[src/rtl/axi_rd_wishbone_bridge.sv]
`default_nettype none
// =============================================================================
// Module   : axi_rd_wishbone_bridge
// Function : AXI4 read-only slave to Wishbone classic master; each burst beat
//            becomes one single-word Wishbone read cycle.
// Option   : BRIDGE_PREFETCH_EN adds a 2-entry read-data FIFO so WB fetches
//            run ahead of the AXI R handshake.
// Revision : 1.0 - initial release
// =============================================================================
module axi_rd_wishbone_bridge #(
  parameter int unsigned ID_WIDTH       = 4,
  parameter int unsigned TIMEOUT_CYCLES = 1024
) (
  input  logic                clk_i,
  input  logic                rst_i,
  input  logic                axi_arvalid_i,
  input  logic [31:0]         axi_araddr_i,
  input  logic [ID_WIDTH-1:0] axi_arid_i,
  input  logic [7:0]          axi_arlen_i,
  output logic                axi_arready_o,
  output logic                axi_rvalid_o,
  output logic [31:0]         axi_rdata_o,
  output logic [1:0]          axi_rresp_o,
  output logic [ID_WIDTH-1:0] axi_rid_o,
  output logic                axi_rlast_o,
  input  logic                axi_rready_i,
  output logic                wb_cyc_o,
  output logic                wb_stb_o,
  output logic                wb_we_o,
  output logic [31:0]         wb_addr_o,
  input  logic [31:0]         wb_data_i,
  input  logic                wb_ack_i
);

  localparam logic [1:0]  C_RESP_OKAY   = 2'b00;
  localparam logic [1:0]  C_RESP_SLVERR = 2'b10;
  localparam logic [31:0] C_WORD_MASK   = 32'hFFFF_FFFC;
  localparam logic [31:0] C_TIMEOUT     = TIMEOUT_CYCLES;

  typedef enum logic [1:0] {
    S_IDLE = 2'd0,
    S_BUS  = 2'd1,
    S_RESP = 2'd2
  } state_e;

  state_e              state_q, state_d;
  logic                arready_q, arready_d;
  logic                cyc_q, cyc_d;
  logic [31:0]         addr_q, addr_d;
  logic [ID_WIDTH-1:0] id_q, id_d;
  logic [7:0]          len_q, len_d;
  logic [7:0]          beat_q, beat_d;
  logic [31:0]         tmo_q, tmo_d;

  logic                w_tmo_hit;
  logic                w_beat_done;
  logic                w_beat_last;
  logic [31:0]         w_beat_data;
  logic [1:0]          w_beat_resp;

  // A beat completes either by ack or by the wait counter reaching its limit.
  assign w_tmo_hit   = (C_TIMEOUT != 32'd0) && !wb_ack_i && ((tmo_q + 32'd1) == C_TIMEOUT);
  assign w_beat_done = cyc_q && (wb_ack_i || w_tmo_hit);
  assign w_beat_data = wb_ack_i ? wb_data_i : 32'd0;
  assign w_beat_resp = wb_ack_i ? C_RESP_OKAY : C_RESP_SLVERR;
  assign w_beat_last = (beat_q == len_q);

  assign axi_arready_o = arready_q;
  assign axi_rid_o     = id_q;
  assign wb_cyc_o      = cyc_q;
  assign wb_stb_o      = cyc_q;
  assign wb_we_o       = 1'b0;
  assign wb_addr_o     = addr_q;

`ifndef BRIDGE_PREFETCH_EN
  logic        rvalid_q, rvalid_d;
  logic [31:0] rdata_q, rdata_d;
  logic [1:0]  rresp_q, rresp_d;
  logic        rlast_q, rlast_d;

  always_comb begin
    state_d   = state_q;
    arready_d = arready_q;
    cyc_d     = cyc_q;
    addr_d    = addr_q;
    id_d      = id_q;
    len_d     = len_q;
    beat_d    = beat_q;
    tmo_d     = tmo_q;
    rvalid_d  = rvalid_q;
    rdata_d   = rdata_q;
    rresp_d   = rresp_q;
    rlast_d   = rlast_q;
    unique case (state_q)
      S_IDLE: begin
        arready_d = 1'b1;
        if (axi_arvalid_i && arready_q) begin
          addr_d    = axi_araddr_i & C_WORD_MASK;
          id_d      = axi_arid_i;
          len_d     = axi_arlen_i;
          beat_d    = 8'd0;
          tmo_d     = 32'd0;
          arready_d = 1'b0;
          cyc_d     = 1'b1;
          state_d   = S_BUS;
        end
      end
      S_BUS: begin
        if (w_beat_done) begin
          cyc_d    = 1'b0;
          rvalid_d = 1'b1;
          rdata_d  = w_beat_data;
          rresp_d  = w_beat_resp;
          rlast_d  = w_beat_last;
          state_d  = S_RESP;
        end else begin
          tmo_d = tmo_q + 32'd1;
        end
      end
      S_RESP: begin
        if (axi_rready_i) begin
          rvalid_d = 1'b0;
          if (rlast_q) begin
            arready_d = 1'b1;
            state_d   = S_IDLE;
          end else begin
            addr_d  = addr_q + 32'd4;
            beat_d  = beat_q + 8'd1;
            tmo_d   = 32'd0;
            cyc_d   = 1'b1;
            state_d = S_BUS;
          end
        end
      end
      default: state_d = S_IDLE;
    endcase
  end

  always_ff @(posedge clk_i) begin
    if (rst_i) begin
      rvalid_q <= 1'b0;
      rdata_q  <= 32'd0;
      rresp_q  <= 2'b00;
      rlast_q  <= 1'b0;
    end else begin
      rvalid_q <= rvalid_d;
      rdata_q  <= rdata_d;
      rresp_q  <= rresp_d;
      rlast_q  <= rlast_d;
    end
  end

  assign axi_rvalid_o = rvalid_q;
  assign axi_rdata_o  = rdata_q;
  assign axi_rresp_o  = rresp_q;
  assign axi_rlast_o  = rlast_q;
`else
  // Entry layout: {rresp[1:0], rlast, rdata[31:0]}
  logic [34:0] fifo_q [2];
  logic [34:0] fifo_d [2];
  logic        wr_ptr_q, wr_ptr_d;
  logic        rd_ptr_q, rd_ptr_d;
  logic [1:0]  cnt_q, cnt_d;
  logic        w_push;
  logic        w_pop;

  assign w_pop = (cnt_q != 2'd0) && axi_rready_i;

  always_comb begin
    state_d   = state_q;
    arready_d = arready_q;
    cyc_d     = cyc_q;
    addr_d    = addr_q;
    id_d      = id_q;
    len_d     = len_q;
    beat_d    = beat_q;
    tmo_d     = tmo_q;
    fifo_d[0] = fifo_q[0];
    fifo_d[1] = fifo_q[1];
    wr_ptr_d  = wr_ptr_q;
    rd_ptr_d  = rd_ptr_q;
    w_push    = 1'b0;
    unique case (state_q)
      S_IDLE: begin
        arready_d = 1'b1;
        if (axi_arvalid_i && arready_q) begin
          addr_d    = axi_araddr_i & C_WORD_MASK;
          id_d      = axi_arid_i;
          len_d     = axi_arlen_i;
          beat_d    = 8'd0;
          tmo_d     = 32'd0;
          arready_d = 1'b0;
          cyc_d     = 1'b1;
          state_d   = S_BUS;
        end
      end
      S_BUS: begin
        if (cyc_q) begin
          if (w_beat_done) begin
            cyc_d  = 1'b0;
            w_push = 1'b1;
            if (w_beat_last) begin
              state_d = S_RESP;
            end else begin
              addr_d = addr_q + 32'd4;
              beat_d = beat_q + 8'd1;
            end
          end else begin
            tmo_d = tmo_q + 32'd1;
          end
        end else if ((cnt_q != 2'd2) || w_pop) begin
          // Restart fetching only when a FIFO slot is guaranteed free.
          cyc_d = 1'b1;
          tmo_d = 32'd0;
        end
      end
      S_RESP: begin
        if ((cnt_q == 2'd1) && w_pop) begin
          arready_d = 1'b1;
          state_d   = S_IDLE;
        end
      end
      default: state_d = S_IDLE;
    endcase
    if (w_push) begin
      fifo_d[wr_ptr_q] = {w_beat_resp, w_beat_last, w_beat_data};
      wr_ptr_d         = ~wr_ptr_q;
    end
    if (w_pop) begin
      rd_ptr_d = ~rd_ptr_q;
    end
    cnt_d = cnt_q + {1'b0, w_push} - {1'b0, w_pop};
  end

  always_ff @(posedge clk_i) begin
    if (rst_i) begin
      fifo_q[0] <= '0;
      fifo_q[1] <= '0;
      wr_ptr_q  <= 1'b0;
      rd_ptr_q  <= 1'b0;
      cnt_q     <= 2'd0;
    end else begin
      fifo_q[0] <= fifo_d[0];
      fifo_q[1] <= fifo_d[1];
      wr_ptr_q  <= wr_ptr_d;
      rd_ptr_q  <= rd_ptr_d;
      cnt_q     <= cnt_d;
    end
  end

  assign axi_rvalid_o = (cnt_q != 2'd0);
  assign axi_rdata_o  = fifo_q[rd_ptr_q][31:0];
  assign axi_rlast_o  = fifo_q[rd_ptr_q][32];
  assign axi_rresp_o  = fifo_q[rd_ptr_q][34:33];
`endif

  always_ff @(posedge clk_i) begin
    if (rst_i) begin
      state_q   <= S_IDLE;
      arready_q <= 1'b0;
      cyc_q     <= 1'b0;
      addr_q    <= 32'd0;
      id_q      <= '0;
      len_q     <= 8'd0;
      beat_q    <= 8'd0;
      tmo_q     <= 32'd0;
    end else begin
      state_q   <= state_d;
      arready_q <= arready_d;
      cyc_q     <= cyc_d;
      addr_q    <= addr_d;
      id_q      <= id_d;
      len_q     <= len_d;
      beat_q    <= beat_d;
      tmo_q     <= tmo_d;
    end
  end

endmodule
`default_nettype wire

[config.mk]
export PLATFORM = sky130hd
export DESIGN_NAME = axi_rd_wishbone_bridge
export DESIGN_NICKNAME = d
export VERILOG_FILES = /design/src/rtl/axi_rd_wishbone_bridge.sv
export SDC_FILE = /design/constraint.sdc
export NUM_CORES = 1
export LEC_CHECK = 0
export BUFFER_PORTS_ARGS = -buffer_cell sky130_fd_sc_hd__buf_4
export CAP_MARGIN = 10
export CORE_MARGIN = 2
export CORE_UTILIZATION = 50
export DETAILED_ROUTE_END_ITERATION = 10
export HOLD_SLACK_MARGIN = 0.08
export PLACE_DENSITY = 0.85
export SYNTH_ARGS = -nofsm -noshare
export SYNTH_HDL_FRONTEND = slang
export SYNTH_SLANG_ARGS = --single-unit
[constraint.sdc]
create_clock -name clk_i -period 3.91 [get_ports clk_i]
set_clock_uncertainty 0.15 [all_clocks]
set_input_delay 0.5865 -clock clk_i [delete_from_list [all_inputs] [get_ports clk_i]]
set_output_delay 0.5865 -clock clk_i [all_outputs]
set_load 0.1 [all_outputs]
==> results.py <==
metrics = {
    "outcome": {
        "outcome": "completed",
    },
    "pwr": {
        "ir_worst_vdd_mv": 0.316,
        "power.total_mw": 3.43,
        "leakagePower_nw": 3.11,
        "p_per_area_nw_per_um2": 397,
    },
    "placed_design": {
        "dpl.cell_count": 1178,
        "place_congestion": 0.959,
        "io_buffers": 150,
        "dp_hpwl_mm": 13.5,
        "place_area_um2": 8050,
    },
    "timing": {
        "slew_headroom": 0.464,
        "fin_crit_sh": 0.942,
        "finalSetupTns_ps": 0,
        "hold_viol": 0,
        "grt_setup_unrepaired": "no",
        "max_freq_mhz": 272,
        "setup-violations-final": 0,
        "timing.hold.ws_ps": 262,
        "maxSlewViolCount": 0,
        "worstMarginPinSlew_ps": 804,
        "finalCriticalPeriod_ps": 3680,
    },
    "clock_tree": {
        "cts_tree": "done",
        "cts_resized": 0,
        "clkLatencyLatePin_ps": 420,
        "cts_buffer_depth": 2,
        "clk_pin_slew_worst_paths_ps": 50,
        "cts.sinks": 121,
        "numCtsBuffers": 17,
        "cts.root.buffer_cell": "clkbuf_16",
        "hold_buffers": 0,
        "htreeDepth": 4,
        "postCtsSetupBuffers": 0,
    },
    "finish": {
        "stdcell_area_um2": 8640,
        "instances_no_fill": 1209,
        "fillers": 1121,
        "n_antenna_cell": 0,
        "drive_above_1_share": 0.235,
        "seq_area_um2": 2430,
        "nets": 1106,
        "areaGrowthSynthToFinish_pct": 28.5,
        "multi_input_comb_area_um2": 3900,
    },
    "yosys": {
        "synthArstFlopShare": 0,
        "yosysSeqAreaShare": 0.360,
        "ys_warn_count": 0,
        "synthTopCellsByArea": "dfxtp_1 (36%), a21oi_1 (7.9%), nand2_1 (5.7%), nor2_1 (3.9%), o211ai_1 (3.8%)",
        "syn_inst": 898,
        "ys_dominant_reg_cell": "dfxtp_1",
        "synth.top_cell.area_share": 0.360,
        "syn_area_um2": 6730,
        "ys_ff_latch": 121,
        "synth_cell_types": 57,
        "post_synth.cell_area_avg_um2": 7.49,
        "synth_edf_count": 0,
        "synth.largest_area_cell": "dfxtp_1",
    },
    "worst_setup_path": {
        "arrival_ps": 3800,
        "r2r-start": "tmo_q[14]$_SDFFE_PP0P_",
        "end_kind": "flip-flop",
        "r2r_setup_slack_ps": 230,
        "worst_ep_required_time_ps": 4030,
        "cp_max_fo": 33,
        "start_kind": "flip-flop",
        "cp-startpoint": "tmo_q[14]$_SDFFE_PP0P_",
        "r2r_end": "tmo_q[0]$_SDFFE_PP0P_",
        "worst-setup-path-type": "reg -> reg",
        "crit_end": "tmo_q[0]$_SDFFE_PP0P_",
        "r2r.worst_path.cells": 10,
    },
    "global_routing": {
        "grt_pass1_vias": 6881,
        "grt_use_total": 0.280,
        "antenna_found_initial": 0,
        "grt_max_degree": 72,
        "overflow": 0,
        "grt_pass1_wl_mm": 32.9,
    },
    "routing": {
        "ant_nets": 0,
        "vias": 7497,
        "drt_iter0_drc": 762,
        "drc_errors": 0,
        "first_pass_iters": 5,
        "drt-total-wl_mm": 20.4,
        "viasPerCell": 6.20,
        "wl_per_cell_um": 16.9,
    },
    "floorplan": {
        "dieArea_um2": 14400,
        "ios": 157,
        "fp.dieH_um": 120,
        "core_um2": 13200,
        "rows": 42,
        "start_util": 0.510,
        "die_x_um": 120,
    },
    "hold_path": {
        "whs_path_depth": 3,
        "min_path_type": "in -> reg",
    },
    "run": {
        "drv_cap": 0,
    },
}
## synthesized netlist by cell type (3+ instances only)
master / count
nand3_2: 11
a21oi_1: 106
a31oi_1: 12
and4_1: 6
ha_1: 4
nand4_1: 33
a211oi_1: 14
xnor2_1: 17
buf_4: 6
nor4_1: 18
nand2b_1: 8
nand3_1: 50
and3_1: 7
clkbuf_1: 63
or3_1: 14
buf_2: 17
nor2_1: 69
inv_1: 10
o22ai_1: 8
o211ai_1: 34
o31a_1: 3
dfxtp_1: 121
a22oi_1: 6
o31ai_1: 7
nor3_1: 32
xor2_1: 4
nand2_1: 103
o21ai_0: 47
mux2i_1: 4
or4_1: 7
nor2b_1: 3
a311oi_1: 20
## layer usage
layer  GRT usage  vias up  share of wire
met5           0        -              0
met4       0.120        0          0.025
met3      0.0708       59          0.095
met2       0.444      392           0.47
met1       0.360     3477           0.41
li1            -     3569              -
## cell families after synthesis
kind of cell	count (synthesis)	synth area share
AO/OA/AOI/OAI	275	0.255
buffers and inverters	100	0.0646
AND/OR/NAND/NOR	372	0.279
other	1	0.000558
XOR/XNOR	21	0.0273
adder cells (fa/ha/maj)	4	0.00744
flip-flops	121	0.360
multiplexers	4	0.00595
## sequential cells by signal (all words and copies together) (netlist names)
| name | cells |
|---|---|
| len_q | 8 |
| axi_arready_o | 1 |
| axi_rlast_o | 1 |
| axi_rvalid_o | 1 |
| tmo_q | 32 |
| axi_rid_o | 4 |
| wb_cyc_o | 1 |
| axi_rdata_o | 32 |
| beat_q | 8 |
| state_q | 2 |
| wb_addr_o | 30 |
| axi_rresp_o | 1 |
## critical path: stages (launching register included)
cell and delay, ps:
dfxtp_1 410, nand4_1 180, or4_1 620, buf_12 190, o31ai_1 240, nand4_1 130
a2111o_1 480, or4_2 650, buf_12 220, a31oi_1 180, a311oi_1 70
## where the power goes
part	internal (mW)	switching (mW)	leakage, nW
Clock	1.03	0.550	0.283
Sequential	1.27	0.0386	0.982
Combinational	0.151	0.399	1.84
## worst min-delay path by stage
stage / from / end
2_1_floorplan: len_q[0]$_SDFFE_PP0P_ / len_q[0]$_SDFFE_PP0P_
3_3_place_gp: axi_rvalid_o$_SDFFE_PP0P_ / axi_rvalid_o$_SDFFE_PP0P_
3_5_place_dp: axi_rid_o[3]$_SDFFE_PP0P_ / axi_rid_o[3]$_SDFFE_PP0P_
4_1_cts: axi_arlen_i[7] / len_q[7]$_SDFFE_PP0P_
5_1_grt: axi_arlen_i[7] / len_q[7]$_SDFFE_PP0P_
6_report: axi_arlen_i[7] / len_q[7]$_SDFFE_PP0P_
## per-stage QoR
step / setup WS, ps / utilization
2_1_floorplan: 227 / -
3_3_place_gp: 230 / 0.610
3_5_place_dp: 192 / 0.610
4_1_cts: 157 / 0.655
5_1_grt: 3.27 / 0.655
6_report: 228 / 0.655
## placed cells by master (no fill, tap or decap), drive strengths merged, types with 7 or more instances in the layout
cell type  count
buf          191
dfxtp        121
a21oi        106
nand2        103
nor2          69
nand3         61
o21ai         47
o211ai        34
nand4         33
nor3          32
clkbuf        23
a311oi        20
nor4          19
xnor2         17
a211oi        14
or3           14
a31oi         12
inv           10
o22ai          8
nand2b         8
and3           7
o31ai          7
or4            7
## layout make-up
| type | count | share of cell area |
|---|---|---|
| clock buffer | 23 | 0.0541 |
| clock inverter | 8 | 0.0139 |
| inverter | 10 | 0.00434 |
| multi-input combinational | 680 | 0.451 |
| sequential | 121 | 0.281 |
| tap | 176 | 0.0255 |
| timing repair buffer | 191 | 0.170 |
Note: power is estimated with default switching activity, not from simulation.
